$ cat src/rtl/chan_fifo_pkg.sv
// Shared types for the typed multi-channel FIFO with packet-aware round-robin merge.
package chan_fifo_pkg;

  typedef enum logic [1:0] {
    K_DATA = 2'd0,
    K_LAST = 2'd1,
    K_CMD  = 2'd2,
    K_RSVD = 2'd3
  } kind_t;

  typedef enum logic {
    ARB_IDLE = 1'b0,
    ARB_LOCK = 1'b1
  } arb_state_t;

  localparam logic [1:0] KIND_RSVD = 2'd3;

  function automatic int wrap_inc(input int c, input int n);
    return (c + 1 >= n) ? 0 : c + 1;
  endfunction

endpackage

$ cat src/rtl/chan_fifo_lane.sv
// Single-channel FIFO; head entry is read combinationally so the merge path needs no extra cycle.
module chan_fifo_lane #(
  parameter int EW    = 10,
  parameter int DEPTH = 4
) (
  input  logic                    clk,
  input  logic                    rst,
  input  logic                    push,
  input  logic                    pop,
  input  logic [EW-1:0]           wdata,
  output logic [EW-1:0]           rdata,
  output logic                    full,
  output logic                    empty,
  output logic [$clog2(DEPTH):0]  level
);

  localparam int AW = $clog2(DEPTH);

  logic [EW-1:0] r_mem [DEPTH];
  logic [AW:0]   r_wr_ptr;
  logic [AW:0]   r_rd_ptr;
  logic          w_do_push;
  logic          w_do_pop;

  // Extra MSB distinguishes full from empty when the index bits match.
  assign full  = (r_wr_ptr[AW] != r_rd_ptr[AW]) && (r_wr_ptr[AW-1:0] == r_rd_ptr[AW-1:0]);
  assign empty = (r_wr_ptr == r_rd_ptr);
  assign level = r_wr_ptr - r_rd_ptr;

  assign w_do_push = push && !full;
  assign w_do_pop  = pop && !empty;

  always_ff @(posedge clk or posedge rst) begin
    if (rst) begin
      r_wr_ptr <= '0;
      r_rd_ptr <= '0;
    end else begin
      if (w_do_push) r_wr_ptr <= r_wr_ptr + 1'b1;
      if (w_do_pop)  r_rd_ptr <= r_rd_ptr + 1'b1;
    end
  end

  always_ff @(posedge clk) begin
    if (w_do_push) r_mem[r_wr_ptr[AW-1:0]] <= wdata;
  end

  assign rdata = r_mem[r_rd_ptr[AW-1:0]];

endmodule

$ cat src/rtl/typed_chan_arb_fifo.sv
// Per-channel FIFOs of typed beats merged onto one stream by a round-robin arbiter
// that keeps a channel granted from the first beat of a packet until its terminator.
module typed_chan_arb_fifo
  import chan_fifo_pkg::*;
#(
  parameter int WIDTH    = 8,
  parameter int DEPTH    = 4,
  parameter int CHANNELS = 2
) (
  input  logic                                    clk,
  input  logic                                    rst,
  input  logic [CHANNELS-1:0]                     in_valid,
  output logic [CHANNELS-1:0]                     in_ready,
  input  logic [2*CHANNELS-1:0]                   in_kind,
  input  logic [WIDTH*CHANNELS-1:0]               in_data,
  output logic                                    out_valid,
  input  logic                                    out_ready,
  output logic [1:0]                              out_kind,
  output logic [WIDTH-1:0]                        out_data,
  output logic [$clog2(CHANNELS)-1:0]             out_chan,
  output logic [CHANNELS*$clog2(DEPTH+1)-1:0]     level,
  output logic                                    err
);

  localparam int CW = $clog2(CHANNELS);
  localparam int LW = $clog2(DEPTH + 1);
  localparam int AW = $clog2(DEPTH);

  typedef struct packed {
    kind_t            kind;
    logic [WIDTH-1:0] data;
  } entry_t;

  localparam int EW = $bits(entry_t);

  logic [CHANNELS-1:0] w_full;
  logic [CHANNELS-1:0] w_empty;
  logic [CHANNELS-1:0] w_push;
  logic [CHANNELS-1:0] w_pop;
  logic [CHANNELS-1:0] w_rsvd_acc;
  logic [EW-1:0]       w_head [CHANNELS];

  arb_state_t          r_state;
  logic [CW-1:0]       r_rr_ptr;
  logic [CW-1:0]       r_lock_chan;
  logic [CW-1:0]       r_held_chan;
  logic                r_held;
  logic                r_err;

  logic [CW-1:0]       w_grant;
  logic                w_found;
  logic                w_out_valid;
  logic                w_hs;
  entry_t              w_sel;

  genvar gi;
  generate
    for (gi = 0; gi < CHANNELS; gi++) begin : g_chan
      typedef logic [AW:0] ptr_t;

      ptr_t   w_lvl;
      entry_t w_wentry;
      logic   w_rsvd;

      assign w_rsvd          = (in_kind[2*gi +: 2] == KIND_RSVD);
      assign w_wentry.kind   = kind_t'(in_kind[2*gi +: 2]);
      assign w_wentry.data   = in_data[WIDTH*gi +: WIDTH];
      assign in_ready[gi]    = !rst && !w_full[gi];
      // Reserved beats complete the handshake but are dropped instead of stored.
      assign w_push[gi]      = in_valid[gi] && in_ready[gi] && !w_rsvd;
      assign w_rsvd_acc[gi]  = in_valid[gi] && in_ready[gi] && w_rsvd;
      assign w_pop[gi]       = w_hs && (w_grant == CW'(gi));

      chan_fifo_lane #(
        .EW    (EW),
        .DEPTH (DEPTH)
      ) u_lane (
        .clk   (clk),
        .rst   (rst),
        .push  (w_push[gi]),
        .pop   (w_pop[gi]),
        .wdata (w_wentry),
        .rdata (w_head[gi]),
        .full  (w_full[gi]),
        .empty (w_empty[gi]),
        .level (w_lvl)
      );

      assign level[LW*gi +: LW] = LW'(w_lvl);
    end
  endgenerate

  // A presented-but-stalled beat keeps its grant so a newly filled channel
  // closer to rr_ptr cannot steal the output before the handshake.
  always_comb begin
    w_grant = r_rr_ptr;
    w_found = 1'b0;
    if (r_state == ARB_LOCK) begin
      w_grant = r_lock_chan;
    end else if (r_held) begin
      w_grant = r_held_chan;
    end else begin
      for (int i = 0; i < CHANNELS; i++) begin
        if (!w_found && !w_empty[(int'(r_rr_ptr) + i) % CHANNELS]) begin
          w_grant = CW'((int'(r_rr_ptr) + i) % CHANNELS);
          w_found = 1'b1;
        end
      end
    end
  end

  assign w_out_valid = !w_empty[w_grant];
  assign w_sel       = entry_t'(w_head[w_grant]);
  assign w_hs        = w_out_valid && out_ready;

  assign out_valid = w_out_valid;
  assign out_kind  = w_out_valid ? w_sel.kind : K_DATA;
  assign out_data  = w_out_valid ? w_sel.data : '0;
  assign out_chan  = w_out_valid ? w_grant : '0;
  assign err       = r_err;

  always_ff @(posedge clk or posedge rst) begin
    if (rst) begin
      r_state     <= ARB_IDLE;
      r_rr_ptr    <= '0;
      r_lock_chan <= '0;
      r_held_chan <= '0;
      r_held      <= 1'b0;
      r_err       <= 1'b0;
    end else begin
      if (|w_rsvd_acc) r_err <= 1'b1;
      case (r_state)
        ARB_IDLE: begin
          if (w_hs) begin
            r_held <= 1'b0;
            if (w_sel.kind == K_DATA) begin
              r_state     <= ARB_LOCK;
              r_lock_chan <= w_grant;
            end else begin
              r_rr_ptr <= CW'(wrap_inc(int'(w_grant), CHANNELS));
            end
          end else if (w_out_valid) begin
            r_held      <= 1'b1;
            r_held_chan <= w_grant;
          end
        end
        ARB_LOCK: begin
          // Stored kinds are DATA, LAST or CMD; anything but DATA ends the packet.
          if (w_hs && (w_sel.kind != K_DATA)) begin
            r_state  <= ARB_IDLE;
            r_rr_ptr <= CW'(wrap_inc(int'(r_lock_chan), CHANNELS));
          end
        end
        default: r_state <= ARB_IDLE;
      endcase
    end
  end

endmodule

$ cat config.mk
export PLATFORM = sky130hd
export DESIGN_NAME = typed_chan_arb_fifo
export DESIGN_NICKNAME = d
export VERILOG_FILES = /design/src/rtl/chan_fifo_pkg.sv /design/src/rtl/chan_fifo_lane.sv /design/src/rtl/typed_chan_arb_fifo.sv
export SDC_FILE = /design/constraint.sdc
export NUM_CORES = 1
export LEC_CHECK = 0
export ABC_AREA = 1
export BUFFER_PORTS_ARGS = -buffer_cell sky130_fd_sc_hd__buf_2
export CAP_MARGIN = 20
export CELL_PAD_IN_SITES_DETAIL_PLACEMENT = 0
export CELL_PAD_IN_SITES_GLOBAL_PLACEMENT = 1
export CORE_UTILIZATION = 32
export DETAILED_ROUTE_END_ITERATION = 12
export GPL_ROUTABILITY_DRIVEN = 1
export PLACE_DENSITY = 0.67
export SYNTH_ARGS = -nofsm -noshare
export SYNTH_HDL_FRONTEND = slang
export SYNTH_SLANG_ARGS = --single-unit
$ cat constraint.sdc
create_clock -name clk -period 6.6 [get_ports clk]
set_input_delay 0.99 -clock clk [delete_from_list [all_inputs] [get_ports clk]]
set_output_delay 0.99 -clock clk [all_outputs]
set_load 0.1 [all_outputs]
# After elaboration in Yosys (flattened, before gate mapping)
# Memories as Yosys holds them, arrays and structs flattened.
# Index checks and enable logic that the tools add are counted.
# op_classes
addsub,9
order_cmp,6
eq_ne,12
n_mux,35
bitwise_logic,6
n_reduce_logical,36
# op_table
op,n
$mux W10,3
$mux W1,28
$logic_and A1 B1 Y1,19
$add A3 B1 Y3 const B,4
$logic_not A1 Y1,10
$reduce_and A3 Y1,3
$mux W8,1
$eq A3 B3 Y1,2
$ge A2 B2 Y1 const B,3
$ne A2 B2 Y1 const B,3
$sub A3 B3 Y3,2
$add A1 B1 Y2 const B,2
$eq A2 B2 Y1,2
$eq A2 B2 Y1 const B,2
$lt A1 B2 Y1 const B,2
$not A1 Y1,4
$pmux W1 S2,2
$lt A2 B3 Y1 const B,1
$logic_not A2 Y1,1
$mux W2,1
$ne A1 B1 Y1,2
$ne A2 B1 Y1 const B,1
$not A1 Y2,1
$reduce_and A2 Y1,1
other kinds (4),4
# totals
regBits,18
ram_bits,80
out_inout_bits,21
word_cells,116
memories,2
# memory_table
name,words,width,read_ports,rd_clocked_by_memory_dff,write_ports,line_no,text
g_chan[0].u_lane.r_mem,4,10,1,0,1,chan_fifo_lane.sv:19,logic [EW-1:0] r_mem [DEPTH];
g_chan[1].u_lane.r_mem,4,10,1,0,1,chan_fifo_lane.sv:19,

# Logic depth before layout (Yosys ltp)
# depth
word_depth,19
depth_mapped,19

# Cells and area by module
# Synthesis repeated with hierarchy kept, for this count alone.
# unflattened
hier_cells,432
hier_area_um2,4583.1
# by_module_without_submodules
mod,instances,cells_per_inst,area_each_um2
chan_fifo_lane,2,162,1969.4
typed_chan_arb_fifo,1,108,644.4

# Worst setup path before layout
# OpenSTA, ideal clock, no wires.
# synth_timing
path_type,reg-to-output
from,register g_chan[0].u_lane.r_rd_ptr[1]
to,output port out_kind[0]
arrival_ns,3.511
t_required_ns,5.610
setup_slack_ns,2.099
path_stages_with_launch,16
path_buffers,2
path_cell_list,dfrtp_1 -> inv_1 -> clkbuf_1 -> buf_2 -> ha_1 -> nand2_1 -> inv_1 -> nand3_4 -> inv_2 -> nand2_1 -> nand2_1 -> nand2_2 -> nand3_4 -> nand3_1 -> nand2_2 -> a21oi_1
# synth_via
elab_chain_cells,16
word_cells_on_any_way,23
classes_between,eq/ne: 1; mux: 17; bitwise: 1; reduce/logical: 3; memory: 1
# synth_lines
item,line_no,text
from (decl),chan_fifo_lane.sv:21,logic [AW:0] r_rd_ptr;
from (signal assigned),chan_fifo_lane.sv:39,if (w_do_pop) r_rd_ptr <= r_rd_ptr + 1'b1;
$eq A3 B3 Y1,chan_fifo_lane.sv:27,assign empty = (r_wr_ptr == r_rd_ptr);
$mux W1 (not written as such) (2 in a row),typed_chan_arb_fifo.sv:104,if (!w_found && !w_empty[(int'(r_rr_ptr) + i) % CHANNELS]) begin
$mux W1,typed_chan_arb_fifo.sv:104,
$mux W1,typed_chan_arb_fifo.sv:100,end else if (r_held) begin
$mux W1,typed_chan_arb_fifo.sv:98,if (r_state == ARB_LOCK) begin
$logic_not A1 Y1,typed_chan_arb_fifo.sv:104,
$logic_and A1 B1 Y1,typed_chan_arb_fifo.sv:104,
$mux W1,typed_chan_arb_fifo.sv:104,
$mux W1,typed_chan_arb_fifo.sv:100,
$mux W1,typed_chan_arb_fifo.sv:98,
$not A1 Y2 (not written as such),typed_chan_arb_fifo.sv:113,assign w_sel = entry_t'(w_head[w_grant]);
$mux W10 (not written as such) (3 in a row),typed_chan_arb_fifo.sv:113,
$mux W2 *,typed_chan_arb_fifo.sv:117,assign out_kind = w_out_valid ? w_sel.kind : K_DATA;
to (decl),typed_chan_arb_fifo.sv:18,"output logic [1:0] out_kind,"
# Mark *: on every way between the ends. The rest lies on a longest branch, timed or not. The select of a mux whose other input is x is not followed.

# Final worst setup path
# layout_timing
from,register g_chan[1].u_lane.r_rd_ptr[1]
to,output port out_data[4]
# layout_via
elab_chain_cells,16
word_cells_on_any_way,23
classes_between,eq/ne: 1; mux: 17; bitwise: 1; reduce/logical: 3; memory: 1
# layout_lines
item,line_no,text
from (decl),chan_fifo_lane.sv:21,
from (signal assigned),chan_fifo_lane.sv:39,
$eq A3 B3 Y1,chan_fifo_lane.sv:27,
$mux W1 (not written as such) (2 in a row),typed_chan_arb_fifo.sv:104,
$mux W1,typed_chan_arb_fifo.sv:104,
$mux W1,typed_chan_arb_fifo.sv:100,
$mux W1,typed_chan_arb_fifo.sv:98,
$logic_not A1 Y1,typed_chan_arb_fifo.sv:104,
$logic_and A1 B1 Y1,typed_chan_arb_fifo.sv:104,
$mux W1,typed_chan_arb_fifo.sv:104,
$mux W1,typed_chan_arb_fifo.sv:100,
$mux W1,typed_chan_arb_fifo.sv:98,
$not A1 Y2 (not written as such),typed_chan_arb_fifo.sv:113,
$mux W10 (not written as such) (3 in a row),typed_chan_arb_fifo.sv:113,
$mux W8 *,typed_chan_arb_fifo.sv:118,assign out_data = w_out_valid ? w_sel.data : '0;
to (decl),typed_chan_arb_fifo.sv:19,"output logic [WIDTH-1:0] out_data,"
# Marked as above.

==> results.ini <==
[sta]
slew-limit-headroom_pct = 31.1
setup_viol = 0
tightest_slew_ns = 1.03
fin_ws_ns = 2.14
fin_crit_ns = 4.46
drv_slew = 0
fin_crit_sh_pct = 67.6
fmax_mhz = 224
fin_tns_setup_ns = 0
skew_ns = 0.00378
rsz0062_at_grt = no
hold_violations = 0

[logic_synthesis]
synthesis.instances = 380
ys_seq_elements = 98
synth_area_leaders = edfxtp_1 (54%), dfrtp_1 (10%), nand2_1 (7.5%), ha_1 (3.9%), inv_1 (2.5%)
yosysTopAreaCellShare_pct = 54.0
yosys.area.top_type = edfxtp_1
synth_area_per_cell_sq_um = 11.7
ys_warn_count = 0
yosysUniqueCellTypes = 34
syn_nets = 421
seq_area_frac_synth_pct = 64.1
synth_area_sq_um = 4450

[grt]
antenna_found_initial = 0
grt_pass1_wl_um = 14800
grt_pass1_vias = 2808
grt_use_total_pct = 13.9
grt-ovfl-total = 0
grt_max_degree = 24

[clock_tree]
cts.repair.resized = 0
postCtsHoldBufs = 0
clk_latency_ns = 0.34
cts_tree = built
cts-root-buf = clkbuf_16
cts_htree_levels = 3
cts_post_setup_buffers_inserted = 0
clock-sinks = 98
clkTransAtPathRegs_ns = 0.06
clk_path_buf_depth = 2
cts_buffers = 9

[detailed_routing]
firstDrtPassIters = 4
wl_per_cell_um = 15.1
vias = 2799
drtIter0Drc = 238
vias_per_cell = 4.64
drt-total-wl_um = 9130
drc_errors = 0
final_antenna_net_count = 0

[worst_setup_path]
worstPathRequired_ns = 5.61
arrival_ns = 3.47
cp-end-kind = output pin
cp-start-kind = flop
path_class = flop to output pin
reg2reg_depth = 9
crit_fanout = 23

[finish]
drive_gt1_share_pct = 21.8
nNetsFinal = 463
area_delta_synth_final_pct = 15.5
fin_area_sq_um = 5140
finish.utilization_pct = 38.4
diodes = 0

[floorplanning]
core_sq_um = 13400
start_util_pct = 33.2
num_rows = 42
die_w_um = 120
die_area_sq_um = 14400
die-height_um = 120
boundaryPins = 46

[place]
dp_hpwl_um = 6500
gp_congestion = 0.731
io_buffer_count = 45
place_area_sq_um = 4820
preCtsSetupSlack_ns = 2.47

[status]
status = completed

[hold_path]
hold_class = flop to flop
min_path_cells = 2

[flow_run]
cap_violations = 0

## path summary, 6_finish.rpt
path / start / to / slack, ns
max: g_chan[1].u_lane.r_rd_ptr[1]$_DFFE_PP0P_ / out_data[4] / 2.14
min: r_lock_chan$_DFFE_PP0P_ / r_lock_chan$_DFFE_PP0P_ / 0.48
max reg2reg: g_chan[0].u_lane.r_rd_ptr[1]$_DFFE_PP0P_ / g_chan[0].u_lane.r_mem[0][0]$_DFFE_PP_ / 3.38
min reg2reg: r_lock_chan$_DFFE_PP0P_ / r_lock_chan$_DFFE_PP0P_ / 0.48
max in group asynchronous: rst / err$_DFFE_PP0P_ / 5.30
min in group asynchronous: rst / r_rr_ptr$_DFFE_PP0P_ / 0.84
## cells in the mapped netlist
cell and count:
xor2_1 10, dfrtp_1 18, or2_2 1, nor2_2 4, a21oi_2 6, edfxtp_1 80, nand2_1 89, buf_2 3
nand3_2 1, a32o_1 7, a21oi_1 20, clkbuf_1 7, nand2_2 5, ha_1 14, nand4_1 2, a22oi_1 1
nor2_1 19, inv_2 5, nand3_4 2, a211oi_2 7, o21ai_0 11, o22ai_1 3, a31oi_2 1, nand3b_1 1
buf_6 2, nor2_4 1, buf_1 2, inv_1 30, o221ai_1 1, o21ai_1 2, nand2_4 1, fa_1 2
nand3_1 21, a32oi_1 1
## stage by stage
stage               hold slack, ns  cells
global placement             0.453    587
floorplan                    0.434    380
detailed placement           0.463    587
CTS                          0.477    603
finish                       0.476    603
global route                 0.507    603
## cells by family (layout without fill, tap and decap cells)
kind of cell	Yosys count	in the layout	synth area share, %
simple gates	147	147	14.8
flops	98	98	64.1
compound gates	60	60	9.70
buf+inv	49	96	4.55
fa+ha+maj	16	16	4.84
xor+xnor	10	10	1.97
## flip-flops by register name (all words and copies together), names as in the netlist, named ones only
name and count:
g_chan.u_lane.r_mem 80, g_chan.u_lane.r_rd_ptr 6, g_chan.u_lane.r_wr_ptr 6, err 1, r_held 1, r_held_chan 1, r_lock_chan 1, r_rr_ptr 1
## worst max-delay path, cell delays in order (launching register included)
cell      delay [ns]
dfrtp_1         0.65
inv_1           0.33
ha_1            0.40
nand2_1         0.10
nand3b_1        0.14
nand2_1         0.06
nand2_1         0.07
nand2_2         0.07
nand3_4         0.09
nand2_4         0.19
nand2_2         0.14
nand2_2         0.16
a211oi_2        0.27
buf_2           0.47
## routing by layer
layer | vias up | part of all wire [%] | track usage, %
met5 | - | 0 | 0
met4 | 0 | 1.6 | 5.86
met3 | 11 | 2.7 | 2.57
met2 | 42 | 50 | 22.7
met1 | 1347 | 46 | 17.9
li1 | 1399 | - | -
## layout make-up
class	count	area, sq um
clock buffer	10	229
clock inverter	6	86.3
fill	1309	8260
inverter	35	131
multi-input combinational	233	1400
sequential	98	2850
tap	176	220
timing repair buffer	45	225
## placed cells by master (no fill, tap or decap), types with 2 or more instances in the layout
cell,n
edfxtp_1,80
nand3_4,2
ha_1,14
a211oi_2,7
buf_2,45
inv_6,2
nand3_1,21
nor2_1,19
fa_1,2
nand2_2,5
inv_1,30
xor2_1,10
a21oi_1,20
clkbuf_16,9
nor2_2,4
bufinv_16,2
o22ai_1,3
o21ai_0,11
nand4_1,2
dfrtp_1,18
inv_2,5
o21ai_1,2
a21oi_2,6
a32o_1,7
nand2_1,89
Power is not shown: default switching activity piles up to over one toggle a cycle in this logic, so the estimate is an artifact.
